==> src/rtl/dcache_frontend_if.sv <==
// rtl/dcache_frontend_if.sv - load port and memory read port bundle for dcache_frontend
interface dcache_frontend_if;
  logic        req_valid;
  logic [15:0] req_addr;
  logic        req_ready;
  logic        resp_valid;
  logic [15:0] resp_addr;
  logic [15:0] resp_data;
  logic        flush;
  logic        mem_re;
  logic [15:0] mem_raddr;
  logic        mem_ready;
  logic [15:0] mem_raddr_in;
  logic [15:0] mem_rdata;

  modport master (
    output req_valid, req_addr, flush, mem_ready, mem_raddr_in, mem_rdata,
    input  req_ready, resp_valid, resp_addr, resp_data, mem_re, mem_raddr
  );

  modport slave (
    input  req_valid, req_addr, flush, mem_ready, mem_raddr_in, mem_rdata,
    output req_ready, resp_valid, resp_addr, resp_data, mem_re, mem_raddr
  );
endinterface

==> src/rtl/dcache_frontend.sv <==
// rtl/dcache_frontend.sv - blocking direct-mapped one-word-line data cache
// Optional hit/miss counters enabled by DCACHE_STATS_EN.
module dcache_frontend #(
  parameter int INDEX_BITS = 4,
  parameter int CNT_WIDTH  = 16
) (
  input  logic                 clk,
  input  logic                 reset,
`ifdef DCACHE_STATS_EN
  output logic [CNT_WIDTH-1:0] hit_count,
  output logic [CNT_WIDTH-1:0] miss_count,
`endif
  dcache_frontend_if.slave     bus
);

  localparam int LINES = 1 << INDEX_BITS;
  localparam int TAG_W = 16 - INDEX_BITS;

  typedef enum logic [1:0] {S_IDLE, S_ISSUE, S_WAIT} state_t;

  state_t             state_q, state_d;
  logic [15:0]        miss_addr_q, miss_addr_d;
  logic               resp_valid_q, resp_valid_d;
  logic [15:0]        resp_addr_q, resp_addr_d;
  logic [15:0]        resp_data_q, resp_data_d;
  logic               mem_re_q, mem_re_d;
  logic [15:0]        mem_raddr_q, mem_raddr_d;
  logic [LINES-1:0]   valid_q, valid_d;
  logic [TAG_W-1:0]   tag_q  [LINES];
  logic [TAG_W-1:0]   tag_d  [LINES];
  logic [15:0]        data_q [LINES];
  logic [15:0]        data_d [LINES];
  logic               hit_inc, miss_inc;

  logic [INDEX_BITS-1:0] req_idx, miss_idx;
  logic                  lookup_hit, fill_match;

  assign req_idx    = bus.req_addr[INDEX_BITS-1:0];
  assign miss_idx   = miss_addr_q[INDEX_BITS-1:0];
  assign lookup_hit = valid_q[req_idx] && (tag_q[req_idx] == bus.req_addr[15:INDEX_BITS]);
  assign fill_match = bus.mem_ready && (bus.mem_raddr_in == miss_addr_q);

  always_comb begin
    state_d      = state_q;
    miss_addr_d  = miss_addr_q;
    resp_valid_d = 1'b0;
    resp_addr_d  = resp_addr_q;
    resp_data_d  = resp_data_q;
    mem_re_d     = 1'b0;
    mem_raddr_d  = mem_raddr_q;
    valid_d      = valid_q;
    tag_d        = tag_q;
    data_d       = data_q;
    hit_inc      = 1'b0;
    miss_inc     = 1'b0;

    // Flush clears first so a fill landing in the same cycle still marks its line valid.
    if (bus.flush) valid_d = '0;

    case (state_q)
      S_IDLE: begin
        if (bus.req_valid) begin
          if (lookup_hit && !bus.flush) begin
            resp_valid_d = 1'b1;
            resp_addr_d  = bus.req_addr;
            resp_data_d  = data_q[req_idx];
            hit_inc      = 1'b1;
          end else begin
            miss_addr_d = bus.req_addr;
            mem_re_d    = 1'b1;
            mem_raddr_d = bus.req_addr;
            state_d     = S_ISSUE;
            miss_inc    = 1'b1;
          end
        end
      end
      S_ISSUE: state_d = S_WAIT;
      S_WAIT: begin
        if (fill_match) begin
          valid_d[miss_idx] = 1'b1;
          tag_d[miss_idx]   = miss_addr_q[15:INDEX_BITS];
          data_d[miss_idx]  = bus.mem_rdata;
          resp_valid_d      = 1'b1;
          resp_addr_d       = miss_addr_q;
          resp_data_d       = bus.mem_rdata;
          state_d           = S_IDLE;
        end
      end
      default: state_d = S_IDLE;
    endcase
  end

  always_ff @(posedge clk) begin
    if (reset) begin
      state_q      <= S_IDLE;
      miss_addr_q  <= '0;
      resp_valid_q <= 1'b0;
      resp_addr_q  <= '0;
      resp_data_q  <= '0;
      mem_re_q     <= 1'b0;
      mem_raddr_q  <= '0;
      valid_q      <= '0;
    end else begin
      state_q      <= state_d;
      miss_addr_q  <= miss_addr_d;
      resp_valid_q <= resp_valid_d;
      resp_addr_q  <= resp_addr_d;
      resp_data_q  <= resp_data_d;
      mem_re_q     <= mem_re_d;
      mem_raddr_q  <= mem_raddr_d;
      valid_q      <= valid_d;
    end
  end

  // Line storage needs no reset: valid bits gate every use.
  always_ff @(posedge clk) begin
    tag_q  <= tag_d;
    data_q <= data_d;
  end

  assign bus.req_ready  = (state_q == S_IDLE);
  assign bus.resp_valid = resp_valid_q;
  assign bus.resp_addr  = resp_addr_q;
  assign bus.resp_data  = resp_data_q;
  assign bus.mem_re     = mem_re_q;
  assign bus.mem_raddr  = mem_raddr_q;

`ifdef DCACHE_STATS_EN
  logic [CNT_WIDTH-1:0] hit_count_q, hit_count_d;
  logic [CNT_WIDTH-1:0] miss_count_q, miss_count_d;

  always_comb begin
    hit_count_d  = hit_count_q;
    miss_count_d = miss_count_q;
    if (hit_inc && !(&hit_count_q))   hit_count_d  = hit_count_q + 1'b1;
    if (miss_inc && !(&miss_count_q)) miss_count_d = miss_count_q + 1'b1;
  end

  always_ff @(posedge clk) begin
    if (reset) begin
      hit_count_q  <= '0;
      miss_count_q <= '0;
    end else begin
      hit_count_q  <= hit_count_d;
      miss_count_q <= miss_count_d;
    end
  end

  assign hit_count  = hit_count_q;
  assign miss_count = miss_count_q;
`else
  logic unused_stats;
  assign unused_stats = hit_inc ^ miss_inc ^ CNT_WIDTH[0];
`endif

endmodule

==> src/flat_wrapper.sv <==
// flat-port wrapper written by rule: the top's interface ports become plain ports
module dcache_frontend_flat 
#(
  parameter int INDEX_BITS = 4,
  parameter int CNT_WIDTH  = 16
)
  (clk, reset, bus_req_valid, bus_req_addr, bus_flush, bus_mem_ready, bus_mem_raddr_in, bus_mem_rdata, bus_req_ready, bus_resp_valid, bus_resp_addr, bus_resp_data, bus_mem_re, bus_mem_raddr);
  dcache_frontend_if bus_i ();
  input  logic clk;
  input  logic reset;
  input wire logic [$bits(bus_i.req_valid)-1:0] bus_req_valid;
  input wire logic [$bits(bus_i.req_addr)-1:0] bus_req_addr;
  input wire logic [$bits(bus_i.flush)-1:0] bus_flush;
  input wire logic [$bits(bus_i.mem_ready)-1:0] bus_mem_ready;
  input wire logic [$bits(bus_i.mem_raddr_in)-1:0] bus_mem_raddr_in;
  input wire logic [$bits(bus_i.mem_rdata)-1:0] bus_mem_rdata;
  output wire logic [$bits(bus_i.req_ready)-1:0] bus_req_ready;
  output wire logic [$bits(bus_i.resp_valid)-1:0] bus_resp_valid;
  output wire logic [$bits(bus_i.resp_addr)-1:0] bus_resp_addr;
  output wire logic [$bits(bus_i.resp_data)-1:0] bus_resp_data;
  output wire logic [$bits(bus_i.mem_re)-1:0] bus_mem_re;
  output wire logic [$bits(bus_i.mem_raddr)-1:0] bus_mem_raddr;
  assign bus_i.req_valid = bus_req_valid;
  assign bus_i.req_addr = bus_req_addr;
  assign bus_i.flush = bus_flush;
  assign bus_i.mem_ready = bus_mem_ready;
  assign bus_i.mem_raddr_in = bus_mem_raddr_in;
  assign bus_i.mem_rdata = bus_mem_rdata;
  assign bus_req_ready = bus_i.req_ready;
  assign bus_resp_valid = bus_i.resp_valid;
  assign bus_resp_addr = bus_i.resp_addr;
  assign bus_resp_data = bus_i.resp_data;
  assign bus_mem_re = bus_i.mem_re;
  assign bus_mem_raddr = bus_i.mem_raddr;
  dcache_frontend #(.INDEX_BITS(INDEX_BITS), .CNT_WIDTH(CNT_WIDTH)) u_core (.clk(clk), .reset(reset), .bus(bus_i));
endmodule
==> config.mk <==
export PLATFORM = sky130hd
export DESIGN_NAME = dcache_frontend_flat
export DESIGN_NICKNAME = d
export VERILOG_FILES = /design/src/rtl/dcache_frontend_if.sv /design/src/rtl/dcache_frontend.sv /design/src/flat_wrapper.sv
export SDC_FILE = /design/constraint.sdc
export NUM_CORES = 1
export LEC_CHECK = 0
export ABC_AREA = 1
export BUFFER_PORTS_ARGS = -buffer_cell sky130_fd_sc_hd__clkbuf_2
export CELL_PAD_IN_SITES_DETAIL_PLACEMENT = 2
export CELL_PAD_IN_SITES_GLOBAL_PLACEMENT = 2
export CORE_UTILIZATION = 44
export DETAILED_ROUTE_END_ITERATION = 10
export PLACE_DENSITY_LB_ADDON = 0.2
export SLEW_MARGIN = 15
export SYNTH_ARGS = -nofsm -noshare
export SYNTH_HDL_FRONTEND = slang
export SYNTH_SLANG_ARGS = --single-unit
==> constraint.sdc <==
create_clock -name clk -period 8 [get_ports clk]
set_input_delay 1.6 -clock clk [delete_from_list [all_inputs] [get_ports clk]]
set_output_delay 1.6 -clock clk [all_outputs]
set_load 0.02 [all_outputs]
Word-level counts from Yosys, hierarchy flattened
Cells that the tools add are included.

storage, ports and cells
  bits in registers = 516

cells by class
  mux-type cells = 36
  $lt $le $gt $ge = 6
  reductions and logical operators = 13
  eq/ne operators = 8
  bitwise gates (word level) = 6

operators by type and width
  operator            count
  $bwmux 256          1
  $bwmux 192          1
  $mux 16             12
  $bmux 16 s4         1
  $demux 16 s4        1
  $pmux 16 s2         2
  $bmux 12 s4         1
  $demux 12 s4        1
  $mux 12             3
  $eq 16x16->1        1
  $or 16x16->16       1
  $eq 12x12->1        1
  $ge 5x5->1 const B  2
  $lt 4x5->1 const B  2
  $not 4->5           2
  $mux 1              6
  $mux 2              3
  $pmux 2 s3          1
  $reduce_and 3->1    2
  $logic_and 1x1->1   5
  $lt 5x1->1 const B  1
  $bmux 1 s4          1
  $demux 1 s4         1
  $ge 4x1->1 const B  1
  other kinds (12)    16

Logic depth before layout (Yosys ltp)
  depth in word-level cells = 10
  mapped depth = 21
  mapped depth without buffers = 18

Least setup slack after synthesis
Ideal clock, no wire load.

  kind = input to register
  start = in bus_mem_raddr_in[10]
  end = reg u_core.data_q[112] (netlist bit), enable pin
  library setup time = 383 ps
  arrival time = 3459 ps
  path buffers = 0
  path slack = 4159 ps
  data required time = 7617 ps
  cell stages on the path = 8
  cells stage by stage = or2_2 -> a21oi_1 -> nand4_1 -> nor3_2 -> nand2_1 -> nor3_1 -> nand2_1 -> inv_1

between the ends
  longest elaborated chain between the ends = 3

RTL lines
  element                     line                    text
  from (decl)                 flat_wrapper.sv:15      input wire logic [$bits(bus_i.mem_raddr_in)-1:0] bus_mem_raddr_in;
  $eq 16x16->1                dcache_frontend.sv:41   assign fill_match = bus.mem_ready && (bus.mem_raddr_in == miss_addr_q);
  $logic_and 1x1->1           dcache_frontend.sv:41
  $reduce_and 2->1 (no line)  n/a
  to (signal assigned)        dcache_frontend.sv:118  data_q <= data_d;
  to (decl)                   dcache_frontend.sv:31   logic [15:0] data_q [LINES];

Every way passes these cells.
A chain may end at the register's enable or synchronous reset.

Final worst setup path
  start = in bus_req_addr[1]
  end = reg u_core.resp_data_q[6] (netlist: u_core.bus.resp_data[6])

between the ends
  longest elaborated chain between the ends = 9
  elaborated cells on any way between the ends = 17
  those cells by class = eq/ne (2); mux (11); bitwise (1); reduce/logical (3)

RTL lines
  element                                      line                                          text
  from (decl)                                  flat_wrapper.sv:12                            input wire logic [$bits(bus_i.req_addr)-1:0] bus_req_addr;
  $not 4->5 (not written as such)              dcache_frontend.sv:40, dcache_frontend.sv:66
  $bmux 12 s4                                  dcache_frontend.sv:40                         assign lookup_hit = valid_q[req_idx] && (tag_q[req_idx] == bus.req_addr[15:INDEX_BITS]);
  $mux 12 (not written as such) (2 in series)  dcache_frontend.sv:40
  $eq 12x12->1                                 dcache_frontend.sv:40
  $logic_and 1x1->1                            dcache_frontend.sv:40
  $logic_and 1x1->1                            dcache_frontend.sv:63                         if (lookup_hit && !bus.flush) begin
  $ne 2x1->1 (no line)                         n/a
  $reduce_and 4->1 (no line)                   n/a
  to (signal assigned)                         dcache_frontend.sv:108                        resp_data_q <= resp_data_d;
  to (decl)                                    dcache_frontend.sv:25                         logic [15:0] resp_data_q, resp_data_d;

Several ways; a longest one is shown, not always the timed one. The select of a mux whose other input is x is not followed.

==> results.py <==
metrics = {
    "synth": {
        "ys_async_sr_fraction_pct": 0,
        "syn_area_per_cell_sq_um": 10.7,
        "synth_top_family_by_area": "simple AND/OR/NAND/NOR gates",
        "synth_compound_area_share_pct": 8.64,
        "synthCells": 2009,
        "synthFlopType": "edfxtp_1",
        "synth_adder_area_share_pct": 0,
        "yosys_warnings": 0,
        "ys_seq_area_share_pct": 69.1,
        "synth_edf_count": 448,
        "muxShareOfSynthArea_pct": 0,
        "synth_simple_gate_area_share_pct": 16.5,
        "synthDistinctLibCells": 33,
        "syn-cell-area_sq_um": 21400,
        "synth_seq_cells": 516,
        "synth_xor_xnor_area_share_pct": 0.245,
        "syn-num-nets": 2062,
    },
    "grt": {
        "grt_max_degree": 114,
        "grt_first_pass_wirelength_mm": 112,
        "grt_antenna_before_repair": 0,
        "grt_pass1_vias": 17800,
        "overflow": 0,
        "track_usage_pct": 30.6,
    },
    "sta": {
        "finalHoldViolCount": 0,
        "slew_violations": 0,
        "setup_viol": 0,
        "period_needed_ns": 5.31,
        "fmax_mhz": 188,
        "setup_tns_ns": 0,
        "grt_setup_unrepaired": "false",
        "worstMarginPinSlew_ns": 1.10,
        "post-route-period-util_pct": 66.4,
        "finClkSkew_ns": 0.0228,
        "slew_headroom_pct": 26.5,
    },
    "drt": {
        "avgRoutedWirePerCell_microns": 27.4,
        "wl_mm": 75.1,
        "drc_errors": 0,
        "drtIter0Drc": 1113,
        "vias": 15900,
        "drtAntennaViolNets": 0,
        "drt-vias-per-instance": 5.80,
        "detail_route.first_pass.iterations": 5,
    },
    "setup_path": {
        "required_ns": 8.54,
        "critPathKind": "in2reg",
        "critPathArrivalTime_ns": 5.85,
        "end_kind": "register",
        "worst-path-max-fanout": 64,
        "worstSetupStartpointType": "input port",
    },
    "die": {
        "rows": 80,
        "core_area_sq_um": 47900,
        "start_util_pct": 44.7,
        "die_h_microns": 223,
        "pin_count": 104,
        "die_x_microns": 223,
        "die-area_sq_um": 49600,
    },
    "power": {
        "p_leak_nw": 9.29,
        "p_per_area_nw_per_um2": 248,
        "clock_power_share_pct": 43.8,
        "seq_power_share_pct": 49.3,
        "switching_power_mw": 1.44,
        "power.total_mw": 6.01,
        "p_comb_share_pct": 6.9,
        "p_int_mw": 4.58,
        "netSwitchingFraction_pct": 23.9,
        "irDropWorstVdd_v": 0.000189,
    },
    "cells_and_area": {
        "finalInstanceArea_sq_um": 24300,
        "layout.nets": 2139,
        "layout-drive-gt1-share_pct": 11.0,
        "post-route-util_pct": 50.6,
        "antenna_cells": 0,
        "synthToLayoutAreaGrowth_pct": 13.2,
    },
    "job": {
        "maxCapViolations": 0,
    },
    "clock_tree": {
        "postCtsResizedCells": 0,
        "cts_setup_buffers": 0,
        "numCtsBuffers": 56,
        "ctsHoldBuffers": 0,
        "cts_tree": "built",
        "cts.clk_slew.worst_paths_ns": 0.07,
        "clock_latency_ns": 0.63,
        "cts.sinks": 516,
        "clock_path_buffers": 3,
        "htree_levels": 2,
        "cts_root_buffer": "clkbuf_16",
    },
    "placement": {
        "globalplace.congestion": 0.835,
        "port_buffers": 103,
        "placed_area_sq_um": 22400,
        "hpwl_mm": 41.5,
    },
    "min_path": {
        "hold_class": "reg2reg",
    },
    "run_status": {
        "status": "finished clean",
    },
}
==> power by group through the flow <==
stage	sequential [mW]	combinational (mW)	clock, mW
global placement	3.02	0.387	0
floorplan	3.03	0.223	0
finish	2.96	0.416	2.64
global route	2.96	0.450	2.76
CTS	2.96	0.418	2.66
detailed placement	3.02	0.410	0
==> per-stage QoR <==
step                      hold WS [ns]  setup slack (ns)  cells
after floorplan                  0.445              4.16   2009
after global placement           0.455              2.31   2643
after detailed placement         0.465              2.21   2643
after CTS                        0.470              2.74   2745
after global routing             0.489              2.38   2745
final                            0.470              2.69   2745
==> layout make-up <==
cell class                 count  area (sq um)
sequential                   516         14800
timing repair buffer         139           801
fill                        4813         23700
inverter                     161           611
tap                          615           769
multi-input combinational   1212          5440
clock inverter                26           299
clock buffer                  76          1540
==> routing by layer <==
layer | wire, microns | up-vias | track usage (%)
li1 | - | 7038 | -
met1 | 28900 | 8277 | 35.3
met2 | 39300 | 449 | 55.5
met3 | 3600 | 170 | 4.96
met4 | 3310 | 0 | 13.7
met5 | 0 | - | 0
==> path summary, 6_finish.rpt <==
kind                              start                 endpoint  slack (ns)  depth (start not counted)
setup / recovery        bus_req_addr[1]  u_core.bus.resp_data[6]        2.69                         17
hold / removal        u_core.valid_q[2]        u_core.valid_q[2]        0.47                          2
setup reg to reg  u_core.miss_addr_q[9]        u_core.data_q[30]        4.07                         11
hold reg to reg       u_core.valid_q[2]        u_core.valid_q[2]        0.47                          2
==> flip-flops by register name (all words and copies together) (netlist names) <==
register	cells
u_core.bus.mem_re	1
u_core.valid_q	16
u_core.data_q	256
u_core.bus.resp_valid	1
u_core.bus.resp_addr	16
u_core.bus.resp_data	16
u_core.tag_q	192
u_core.state_q	2
u_core.miss_addr_q	16
==> logic make-up after synthesis <==
logic type,count (synthesis)
AO/OA/AOI/OAI,326
XOR/XNOR,6
buffers and inverters,281
flip-flops,516
AND/OR/NAND/NOR,880
==> worst max-delay path, stage by stage <==
cell and delay (ns):
buf_4 0.59, clkinv_2 1.00, nor2_1 0.30, o21ai_1 0.10, nand3_1 0.12, nand3_1 0.17, nand3_1 0.13, nand2_1 0.06
nor2_1 0.20, nand2_1 0.08, nor2_1 0.12, nand2_2 0.26, nand2_2 0.17, nand2_4 0.38, nand2_1 0.18, nand2_1 0.09
nor2_1 0.22
==> cells in the mapped netlist (2+ instances only) <==
cell	n	share of area (%)
nor3_1	5	0.12
o21ai_1	37	0.86
a21oi_1	42	0.98
nand2_1	465	8.1
clkinv_1	2	0.035
buf_6	8	0.42
o221ai_1	17	0.69
o211ai_1	10	0.35
buf_2	30	0.70
o21ai_0	151	3.5
buf_1	2	0.035
a41oi_1	11	0.45
edfxtp_1	448	63
nand2_2	3	0.088
clkbuf_1	72	1.3
nand4_1	5	0.15
o22ai_1	45	1.3
inv_1	157	2.7
or2_2	3	0.088
xnor2_1	3	0.12
buf_4	8	0.28
dfxtp_1	68	6.4
nor2_1	254	4.4
a221oi_1	2	0.082
nand3_1	142	3.3
a211oi_1	10	0.35
xor2_1	3	0.12
==> cells in the final DEF (no fill, tap or decap), drive strengths merged, types with 11 or more instances in the layout <==
| cell | synthesis | layout |
|---|---|---|
| a21oi | 42 | 42 |
| a41oi | 11 | 11 |
| buf | 48 | 39 |
| clkbuf | 72 | 176 |
| clkinv | 2 | 21 |
| dfxtp | 68 | 68 |
| edfxtp | 448 | 448 |
| inv | 159 | 158 |
| nand2 | 469 | 469 |
| nand3 | 142 | 142 |
| nor2 | 254 | 254 |
| o21ai | 188 | 188 |
| o221ai | 17 | 17 |
| o22ai | 45 | 45 |
Power figures use the tool's default switching activity.
